$ cat src/rtl/turn_timer_ctrl_if.sv
// Shot-clock controller bus: game-side controls plus the
// strobes and status exchanged with the BCD down counter.
interface turn_timer_ctrl_if;
   logic       start_turn;
   logic       pause;
   logic       tc_in;
   logic [3:0] countH_in;
   logic       loadN;
   logic [3:0] datainL;
   logic [3:0] datainH;
   logic       enable1;
   logic       enable2;
   logic       turn_over;
   logic       warning;

   modport master (
      output start_turn,
      output pause,
      output tc_in,
      output countH_in,
      input  loadN,
      input  datainL,
      input  datainH,
      input  enable1,
      input  enable2,
      input  turn_over,
      input  warning
   );

   modport slave (
      input  start_turn,
      input  pause,
      input  tc_in,
      input  countH_in,
      output loadN,
      output datainL,
      output datainH,
      output enable1,
      output enable2,
      output turn_over,
      output warning
   );
endinterface

$ cat src/rtl/turn_timer_ctrl.sv
// Billiard shot-clock control: loads the BCD down counter,
// paces it with a 1 Hz tick and flags expiry / low time.
module turn_timer_ctrl #(
   parameter int         TICK_DIV = 50_000_000,
   parameter logic [3:0] START_H  = 4'd3,
   parameter logic [3:0] START_L  = 4'd0,
   parameter logic [3:0] WARN_H   = 4'd1
) (
   input logic            clk,
   input logic            reset,
   turn_timer_ctrl_if.slave bus
);

   localparam int PW = $clog2(TICK_DIV);
   localparam logic [PW-1:0] LAST = PW'(TICK_DIV - 1);

   typedef enum logic [1:0] {
      IDLE,
      LOAD,
      RUN,
      EXPIRED
   } state_t;

   state_t        state;
   state_t        state_nx;
   logic [PW-1:0] presc;
   logic          run_en;
   logic          tick;
   logic          turn_over_q;
   logic          warning_q;
   logic          expire;

   // counter only advances while running and not paused
   assign run_en = (state == RUN) && !bus.pause;
   assign tick   = run_en && (presc == LAST);
   assign expire = (state == RUN) && (state_nx == EXPIRED);

   // state register
   always_ff @(posedge clk or posedge reset) begin
      if (reset) begin
         state <= IDLE;
      end else begin
         state <= state_nx;
      end
   end

   // next-state: restart beats expiry while running
   always_comb begin
      state_nx = state;
      unique case (state)
         IDLE: begin
            if (bus.start_turn) state_nx = LOAD;
         end
         LOAD: begin
            state_nx = RUN;
         end
         RUN: begin
            if (bus.start_turn) begin
               state_nx = LOAD;
            end else if (bus.tc_in) begin
               state_nx = EXPIRED;
            end
         end
         EXPIRED: begin
            if (bus.start_turn) state_nx = LOAD;
         end
         default: state_nx = IDLE;
      endcase
   end

   // prescaler: cleared on load, frozen while paused
   always_ff @(posedge clk or posedge reset) begin
      if (reset) begin
         presc <= '0;
      end else if (state == LOAD) begin
         presc <= '0;
      end else if (run_en) begin
         if (tick) begin
            presc <= '0;
         end else begin
            presc <= presc + PW'(1);
         end
      end
   end

   // registered expiry pulse and low-time flag
   always_ff @(posedge clk or posedge reset) begin
      if (reset) begin
         turn_over_q <= 1'b0;
         warning_q   <= 1'b0;
      end else begin
         turn_over_q <= expire;
         warning_q   <= (state == RUN)
                     && (bus.countH_in < WARN_H)
                     && !bus.tc_in;
      end
   end

   assign bus.loadN     = (state != LOAD);
   assign bus.datainL   = START_L;
   assign bus.datainH   = START_H;
   assign bus.enable1   = tick;
   assign bus.enable2   = run_en;
   assign bus.turn_over = turn_over_q;
   assign bus.warning   = warning_q;

endmodule

$ cat src/flat_wrapper.sv
// flat-port wrapper written by rule: the top's interface ports become plain ports
module turn_timer_ctrl_flat 
#(
   parameter int         TICK_DIV = 50_000_000,
   parameter logic [3:0] START_H  = 4'd3,
   parameter logic [3:0] START_L  = 4'd0,
   parameter logic [3:0] WARN_H   = 4'd1
)
  (clk, reset, bus_start_turn, bus_pause, bus_tc_in, bus_countH_in, bus_loadN, bus_datainL, bus_datainH, bus_enable1, bus_enable2, bus_turn_over, bus_warning);
  turn_timer_ctrl_if bus_i ();
  input logic clk;
  input logic reset;
  input wire logic [$bits(bus_i.start_turn)-1:0] bus_start_turn;
  input wire logic [$bits(bus_i.pause)-1:0] bus_pause;
  input wire logic [$bits(bus_i.tc_in)-1:0] bus_tc_in;
  input wire logic [$bits(bus_i.countH_in)-1:0] bus_countH_in;
  output wire logic [$bits(bus_i.loadN)-1:0] bus_loadN;
  output wire logic [$bits(bus_i.datainL)-1:0] bus_datainL;
  output wire logic [$bits(bus_i.datainH)-1:0] bus_datainH;
  output wire logic [$bits(bus_i.enable1)-1:0] bus_enable1;
  output wire logic [$bits(bus_i.enable2)-1:0] bus_enable2;
  output wire logic [$bits(bus_i.turn_over)-1:0] bus_turn_over;
  output wire logic [$bits(bus_i.warning)-1:0] bus_warning;
  assign bus_i.start_turn = bus_start_turn;
  assign bus_i.pause = bus_pause;
  assign bus_i.tc_in = bus_tc_in;
  assign bus_i.countH_in = bus_countH_in;
  assign bus_loadN = bus_i.loadN;
  assign bus_datainL = bus_i.datainL;
  assign bus_datainH = bus_i.datainH;
  assign bus_enable1 = bus_i.enable1;
  assign bus_enable2 = bus_i.enable2;
  assign bus_turn_over = bus_i.turn_over;
  assign bus_warning = bus_i.warning;
  turn_timer_ctrl #(.TICK_DIV(TICK_DIV), .START_H(START_H), .START_L(START_L), .WARN_H(WARN_H)) u_core (.clk(clk), .reset(reset), .bus(bus_i));
endmodule
$ cat config.mk
export PLATFORM = sky130hd
export DESIGN_NAME = turn_timer_ctrl_flat
export DESIGN_NICKNAME = d
export VERILOG_FILES = /design/src/rtl/turn_timer_ctrl_if.sv /design/src/rtl/turn_timer_ctrl.sv /design/src/flat_wrapper.sv
export SDC_FILE = /design/constraint.sdc
export NUM_CORES = 1
export LEC_CHECK = 0
export BUFFER_PORTS_ARGS = -buffer_cell sky130_fd_sc_hd__buf_2
export CELL_PAD_IN_SITES_DETAIL_PLACEMENT = 0
export CELL_PAD_IN_SITES_GLOBAL_PLACEMENT = 2
export CORE_ASPECT_RATIO = 0.8
export CORE_MARGIN = 2
export CORE_UTILIZATION = 30
export CTS_CLUSTER_DIAMETER = 60
export DETAILED_ROUTE_END_ITERATION = 7
export GPL_TIMING_DRIVEN = 0
export PLACE_DENSITY_LB_ADDON = 0.12
export SYNTH_ARGS = -nofsm -noshare
export SYNTH_HDL_FRONTEND = slang
export SYNTH_SLANG_ARGS = --single-unit
$ cat constraint.sdc
create_clock -name clk -period 3.18 [get_ports clk]
set_clock_uncertainty 0.2 [all_clocks]
set_input_delay 0.318 -clock clk [delete_from_list [all_inputs] [get_ports clk]]
set_output_delay 0.318 -clock clk [all_outputs]
set_load 0.005 [all_outputs]
**Yosys cells after proc, flatten, opt, wreduce, memory -nomap -nowiden**

Index checks and enable logic that the tools add are counted.

- Reduce and logical (&&, ||, !) cells: 10
- Equal/unequal tests: 6
- Mux-type cells: 7
- Magnitude comparators: 1
- Add/sub/neg operators: 1

Operators with widths:

| cell | number |
|---|---|
| 2-to-1 mux 26 bit | 3 |
| adder 26 x 1 -> 26 bit (second input constant) | 1 |
| == test 26 bit (second input constant) | 1 |
| == test 2 bit (second input constant) | 3 |
| 2-to-1 mux 2 bit | 3 |
| case mux 2 bit (3 select lines) | 1 |
| logical AND 1 bit | 5 |
| < comparator 4 x 1 -> 1 bit (second input constant) | 1 |
| == test 2 x 1 -> 1 bit (second input constant) | 1 |
| logical NOT 1 bit | 2 |
| logical NOT 2 bit | 1 |
| != test 2 x 1 -> 1 bit (second input constant) | 1 |
| nonzero test 2 bit | 1 |
| OR reduction 2 bit | 1 |

- Register bits after elaboration: 30
- Input port bits: 9
- Logic and storage cells: 29

**Depth between registers and ports, before layout**

Gate-level depths: netlist (run 1).

- Depth in word-level cells: 6
- Gate-level depth with buffers: 9

**Worst setup path after synthesis (run 1)**

No wires, ideal clock.

- Path type: register -> output
- Start: reg u_core.state[0]
- End: out bus_enable1
- Path slack: 0.902 ns
- Required time: 2.662 ns
- Stages on the path, launching flop included: 8
- Arrival time: 1.760 ns
- Cell sequence: dfrtp_1 > inv_1 > ha_1 > nand2b_1 > or3_1 > or4_1 > buf_6 > inv_1

- Longest elaborated chain between the ends: 3

RTL lines:

| item | RTL line | source |
|---|---|---|
| start, declared | turn_timer_ctrl.sv:24 | `state_t state;` |
| start signal, assigned | turn_timer_ctrl.sv:43 | `state <= state_nx;` |
| == test 2 bit | turn_timer_ctrl.sv:34 | `assign run_en = (state == RUN) && !bus.pause;` |
| logical AND 1 bit | turn_timer_ctrl.sv:34 |  |
| logical AND 1 bit | turn_timer_ctrl.sv:35 | `assign tick = run_en && (presc == LAST);` |
| end, declared | flat_wrapper.sv:20 | `output wire logic [$bits(bus_i.enable1)-1:0] bus_enable1;` |

No other way between the ends.

**Worst setup path after layout (run 1)**

Same ends and word-level chain as after synthesis.

==> metrics, run 1 <==
clock transition at the registers of the reported paths=about 0.060 ns; Post-Place Worst Slack=between 0.6 and 0.7 ns; Die Ht=roughly 72 microns; simple-gate share of the synthesized area=about 27%; Port Buf Inserts=13; number of flops mapped to enable cells by yosys=0; die area=6410 sq um; Syn Inst Count=185; Initial Utilization=about a third; minimum clock period=2.82 ns; post-CTS setup buffer count=0; Final nets=229; Placed Instance Area=1920 sq um; Crit path largest cell delay=0.42 ns; final worst path period share=88.8%; Max H-tree Level=2; Layout area overhead=19.3%; Overall Global Routing Usage=14.2%; total power=0.00106 W; Via density=4.61; Synth Area in Adders=under 10%; post-route antenna net violation count=0; Final setup viols=0; synth unique cells=37; layout cells sized above 1=19.0%; core area=~5500 sq um; Num Clock Sinks=30; final wirelength=3980 microns; gp weighted congestion=roughly 0.8; RSZ-0062 raised after global routing=no; clk buf depth=2; Fmax achieved=354 MHz; largest net degree at the start of global routing=31; max-cap violation count=0; Hold Crit Class=in -> reg; Via Count=1354; Synth Register Bits=30; drt first pass iters=4; Root Driver=clkbuf_8; CTS tree=built; main combinational cell family by area after synthesis=simple AND/OR/NAND/NOR gates; CP Data Required Time=around 2.7 ns; initial antenna violation count=0; DP Wirelength=2890 microns; initial DRC count=53; predominant post-synthesis flop cell=dfrtp_1; Final WS setup=approximately 0.36 ns; first-pass GRT wire length=approximately 7000 microns; Die X=approximately 90 microns; P per Cell Area=roughly 510 nW/um^2; outcome=complete, no violations; Finished Cell Area=2070 sq um; Worst R2R Start=u_core.state[1]; VDD IR max=0.241 mV; DRC viols=0; Crit Path Category=reg -> out; Slew Limit Headroom=47.7%; most frequent cells in the layout=30 x dfrtp_1, 27 x nor2_1, 21 x nand2_1; synthesized area=about 1700 sq um; clock latency on the worst-skew pair=approximately 0.28 ns; FF-to-FF setup slack=0.71 ns; crit path from=u_core.state[0]; crit path max fanout=8; number of global-route vias before repair=1436; hold_buf cts=2; Arr. time, crit path=2.30 ns; CTS Buf Count=5; Crit. End Element=primary output; XOR/XNOR Fraction of Synth Area=a little over a tenth; setup TNS=0 ns; num ports=22; Slowest-stage cell, CP=dfrtp_1; global route overflow=0; row cnt=24; Worst Tran Pin Value=about 0.78 ns; post-synth top area cell=dfrtp_1; Hold Path Origin=bus_start_turn; final hold vios=0; leading cell type in the layout, fill and taps excluded=dfrtp_1; synth warn=0; most frequent CP cell=inv_1; Post-synth ARST share=100%; post_cts resized=0; Synth Area in Compound Gates=7.00%; post-synthesis sequential area ratio=a little over two fifths; syn avg cell area=9.37 sq um; WL per Instance=about 14 microns; mux cell area share after synthesis=0%; Setup crit start kind=flip-flop; Leak Pwr=0.932 nW; Min Hold Slack=0.0301 ns; ant diodes=0; Slew Limit Fails=0; share of the synthesized area in the top cell type=43.3%; CP Cell Sequence=inv_1 -> ha_1 -> nand2b_1 -> or3_1 -> or4_1 -> buf_6 -> inv_1 -> buf_2; Synth area leaders=dfrtp_1 43%, xor2_1 7.6%, nor2_1 5.8%
==> through the flow <==
stage / utilization [%] / instances
CTS: 36.8 / 292
global route: 37.4 / 294
finish: 37.4 / 294
detailed placement: 34.7 / 282
global placement: 34.7 / 282
floorplan: - / 191
==> per-layer routing <==
metal  vias to the layer above  wire, microns  part of all wire, %  global-route usage [%]
li1                        675              -                    -                       -
met1                       651           2070                   52                    21.3
met2                        24           1740                   44                    20.9
met3                         4            139                  3.5                    3.41
met4                         0             23                 0.58                    2.99
met5                         -              0                    0                       0
==> Yosys cell counts, drive strengths merged (2+ instances only) <==
| cell | instances |
|---|---|
| nor4 | 4 |
| nor3 | 2 |
| nand4 | 12 |
| xor2 | 15 |
| and3 | 3 |
| nand2 | 22 |
| dfrtp | 30 |
| nor2 | 28 |
| nand3 | 9 |
| buf | 12 |
| o32ai | 2 |
| xnor2 | 6 |
| ha | 5 |
| a21oi | 8 |
| conb | 2 |
| a2111oi | 2 |
| inv | 8 |
| or3 | 4 |
==> sequential cells by signal, indices dropped and copies added, names as in the netlist <==
| register | count |
|---|---|
| u_core.bus.turn_over | 1 |
| u_core.bus.warning | 1 |
| u_core.presc | 26 |
| u_core.state | 2 |
==> worst max-delay path: cells and delay by family, from the launching register on <==
family	cells	cell delay (ns)
DFF	1	0.42
adders and majority gates	1	0.24
and+or+nand+nor	3	0.97
buffers and inverters	4	0.40
==> cell type report <==
type	instances	area, sq um
well taps	78	97.6
multi-input cells	141	870
repair buffers	17	123
plain buffers	12	106
fillers	586	3460
inverters	8	30.0
flip-flops and latches	30	751
clock inverters	1	5.00
clock buffers	7	86.3
==> cell families (layout without fill, tap and decap cells) <==
kind of cell	Yosys count	after routing
AOI/OAI and AO/OA	15	15
xor gates and xnor gates	21	21
adders and majority gates	5	5
buffers and inverters	20	45
DFF	30	30
other	2	8
and+or+nand+nor	92	92
==> final timing paths <==
path | cells after the start | endpoint
max in group asynchronous | 4 | u_core.bus.turn_over
min in group asynchronous | 3 | u_core.presc[15]
worst min register to register | 1 | u_core.state[1]
worst max-delay path | 8 | bus_enable1
worst min-delay path | 2 | u_core.state[1]
worst max register to register | 7 | u_core.presc[24]
==> report_power, final <==
group | total [W] | internal (W) | switching [W]
combinational | 0.000302 | 0.000122 | 0.000180
clock | 0.000317 | 0.000174 | 0.000143
sequential | 0.000445 | 0.000413 | 0.0000325
total | 0.00106 | 0.000709 | 0.000355
Power figures use the tool's default switching activity.
==> inputs of run 2 (changes only) <==
==> constraint.sdc (replaced) <==
create_clock -name clk -period 2.7 [get_ports clk]
set_clock_uncertainty 0.2 [all_clocks]
set_input_delay 0.27 -clock clk [delete_from_list [all_inputs] [get_ports clk]]
set_output_delay 0.27 -clock clk [all_outputs]
set_load 0.005 [all_outputs]
==> run 2 against run 1 <==
Effect of this change: first-iteration DRC count is 13% higher; critical path depth stayed put; sequential power is 18% higher; sequential cell count stayed put; power is 26% higher; clock power is 18% higher; register-to-register slack worse by 0.50 ns; final cell count is 2.0% higher; worst setup slack worse by 0.25 ns; global-route usage stayed put; final area is 3.3% higher; combinational power is 46% higher; largest cell class unchanged; largest power group unchanged; highest routed layer unchanged.
==> metrics, run 2 (synthesized netlist as in run 1, its figures left out) <==
num ports=22; clk buf depth=2; max-cap violation count=0; CP Data Required Time=between 2 and 2.5 ns; Leak Pwr=between 0.9 and 1 nW; crit path max fanout=8; clock transition at the registers of the reported paths=0.06 ns; gp weighted congestion=0.789; post-route antenna net violation count=0; Hold Crit Class=in -> reg; final hold vios=0; Setup crit start kind=flip-flop; DP Wirelength=2890 microns; row cnt=24; CTS tree=built; Slew Limit Fails=0; ant diodes=0; clock latency on the worst-skew pair=about 0.28 ns; WL per Instance=about 14 microns; DRC viols=0; die area=about 6400 sq um; Initial Utilization=31.4%; Fmax achieved=385 MHz; VDD IR max=0.328 mV; CTS Buf Count=5; Overall Global Routing Usage=14.2%; Worst R2R Start=u_core.state[0]; Largest register FFs=26; Worst Tran Pin Value=about 0.76 ns; minimum clock period=2.59 ns; core area=about 5500 sq um; Final setup viols=0; top flop regs=u_core.presc (26), u_core.state (2); crit path from=u_core.state[0]; Crit Path Category=reg -> out; layout cells sized above 1=around 23%; Hold Path Origin=bus_tc_in; drt first pass iters=4; Arr. time, crit path=2.12 ns; Slew Limit Headroom=between 40% and 50%; Num Clock Sinks=30; final worst path period share=96.1%; setup TNS=0 ns; Final nets=235; Max H-tree Level=2; Via Count=1397; RSZ-0062 raised after global routing=no; largest net degree at the start of global routing=31; Layout area overhead=23.2%; global route overflow=0; leading cell type in the layout, fill and taps excluded=dfrtp_1; P per Cell Area=628 nW/um^2; final wirelength=4090 microns; initial DRC count=60; Via density=4.66; first-pass GRT wire length=7010 microns; Min Hold Slack=approximately 0.064 ns; Root Driver=clkbuf_8; Crit. End Element=primary output; initial antenna violation count=0; outcome=complete, no violations; Largest Register=u_core.presc; Die Ht=72 microns; most frequent cells in the layout=29 x dfrtp_1, 27 x nor2_1, 21 x nand2_1; number of global-route vias before repair=roughly 1400; Port Buf Inserts=13; Die X=89.0 microns
==> run 2: worst paths after layout <==
path	endpoint	cells past startpoint	slack [ns]
max	bus_enable1	8	0.11
min	u_core.state[0]	3	0.06
min in group asynchronous	u_core.presc[15]	3	0.32
min reg2reg	u_core.presc[1]	2	0.36
max reg2reg	u_core.presc[24]	7	0.21
max in group asynchronous	u_core.presc[0]	4	1.52
==> run 2: layer usage <==
layer  wire [microns]  global-route usage (%)  vias to the layer above
met1             2130                    21.3                      673
met4               23                    2.99                        0
met2             1780                    20.9                       30
li1                 -                       -                      690
met5                0                       0                        -
met3              155                    3.41                        4
==> run 2: power by group <==
part           total [W]  switching (W)  internal, W  leakage (nW)
sequential      0.000525      0.0000379     0.000487         0.412
combinational   0.000442       0.000239     0.000203         0.505
clock           0.000375       0.000170     0.000205        0.0482
==> run 2: through the flow <==
stage                     util (%)  setup WS [ns]  cell area, sq um  cells  power, W
final                         38.7          0.105              2140    300   0.00134
after global routing          38.7       0.000245              2140    300   0.00143
after CTS                     37.1         0.0261              2050    293   0.00128
after detailed placement      34.7          0.211              1920    282  0.000885
after global placement        34.7          0.185              1920    282  0.000870
after floorplan                  -          0.458              1760    191  0.000785
==> run 2: repair_timing <==
| action | in CTS | in global routing |
|---|---|---|
| setup endpoints to repair | 1 | 1 |
| resized for setup | 2 | 3 |
| setup buffers | 0 | 5 |
| hold buffers | 3 | 1 |
| hold endpoints to repair | 2 | 13 |
==> run 2: worst max-delay path: stages, from the launching register on <==
cell      delay, ns
dfrtp_1        0.43
inv_2          0.09
ha_4           0.17
nand2b_4       0.08
or3_1          0.34
or4_1          0.42
buf_6          0.17
inv_1          0.05
buf_2          0.10
==> run 2: final cells by class <==
type	instances	area (sq um)
inverter	8	30.0
timing repair buffer	23	170
tap	78	97.6
clock buffer	7	86.3
multi-input combinational	141	890
sequential	30	752
buffer	12	106
fill	583	3390
clock inverter	1	5.00
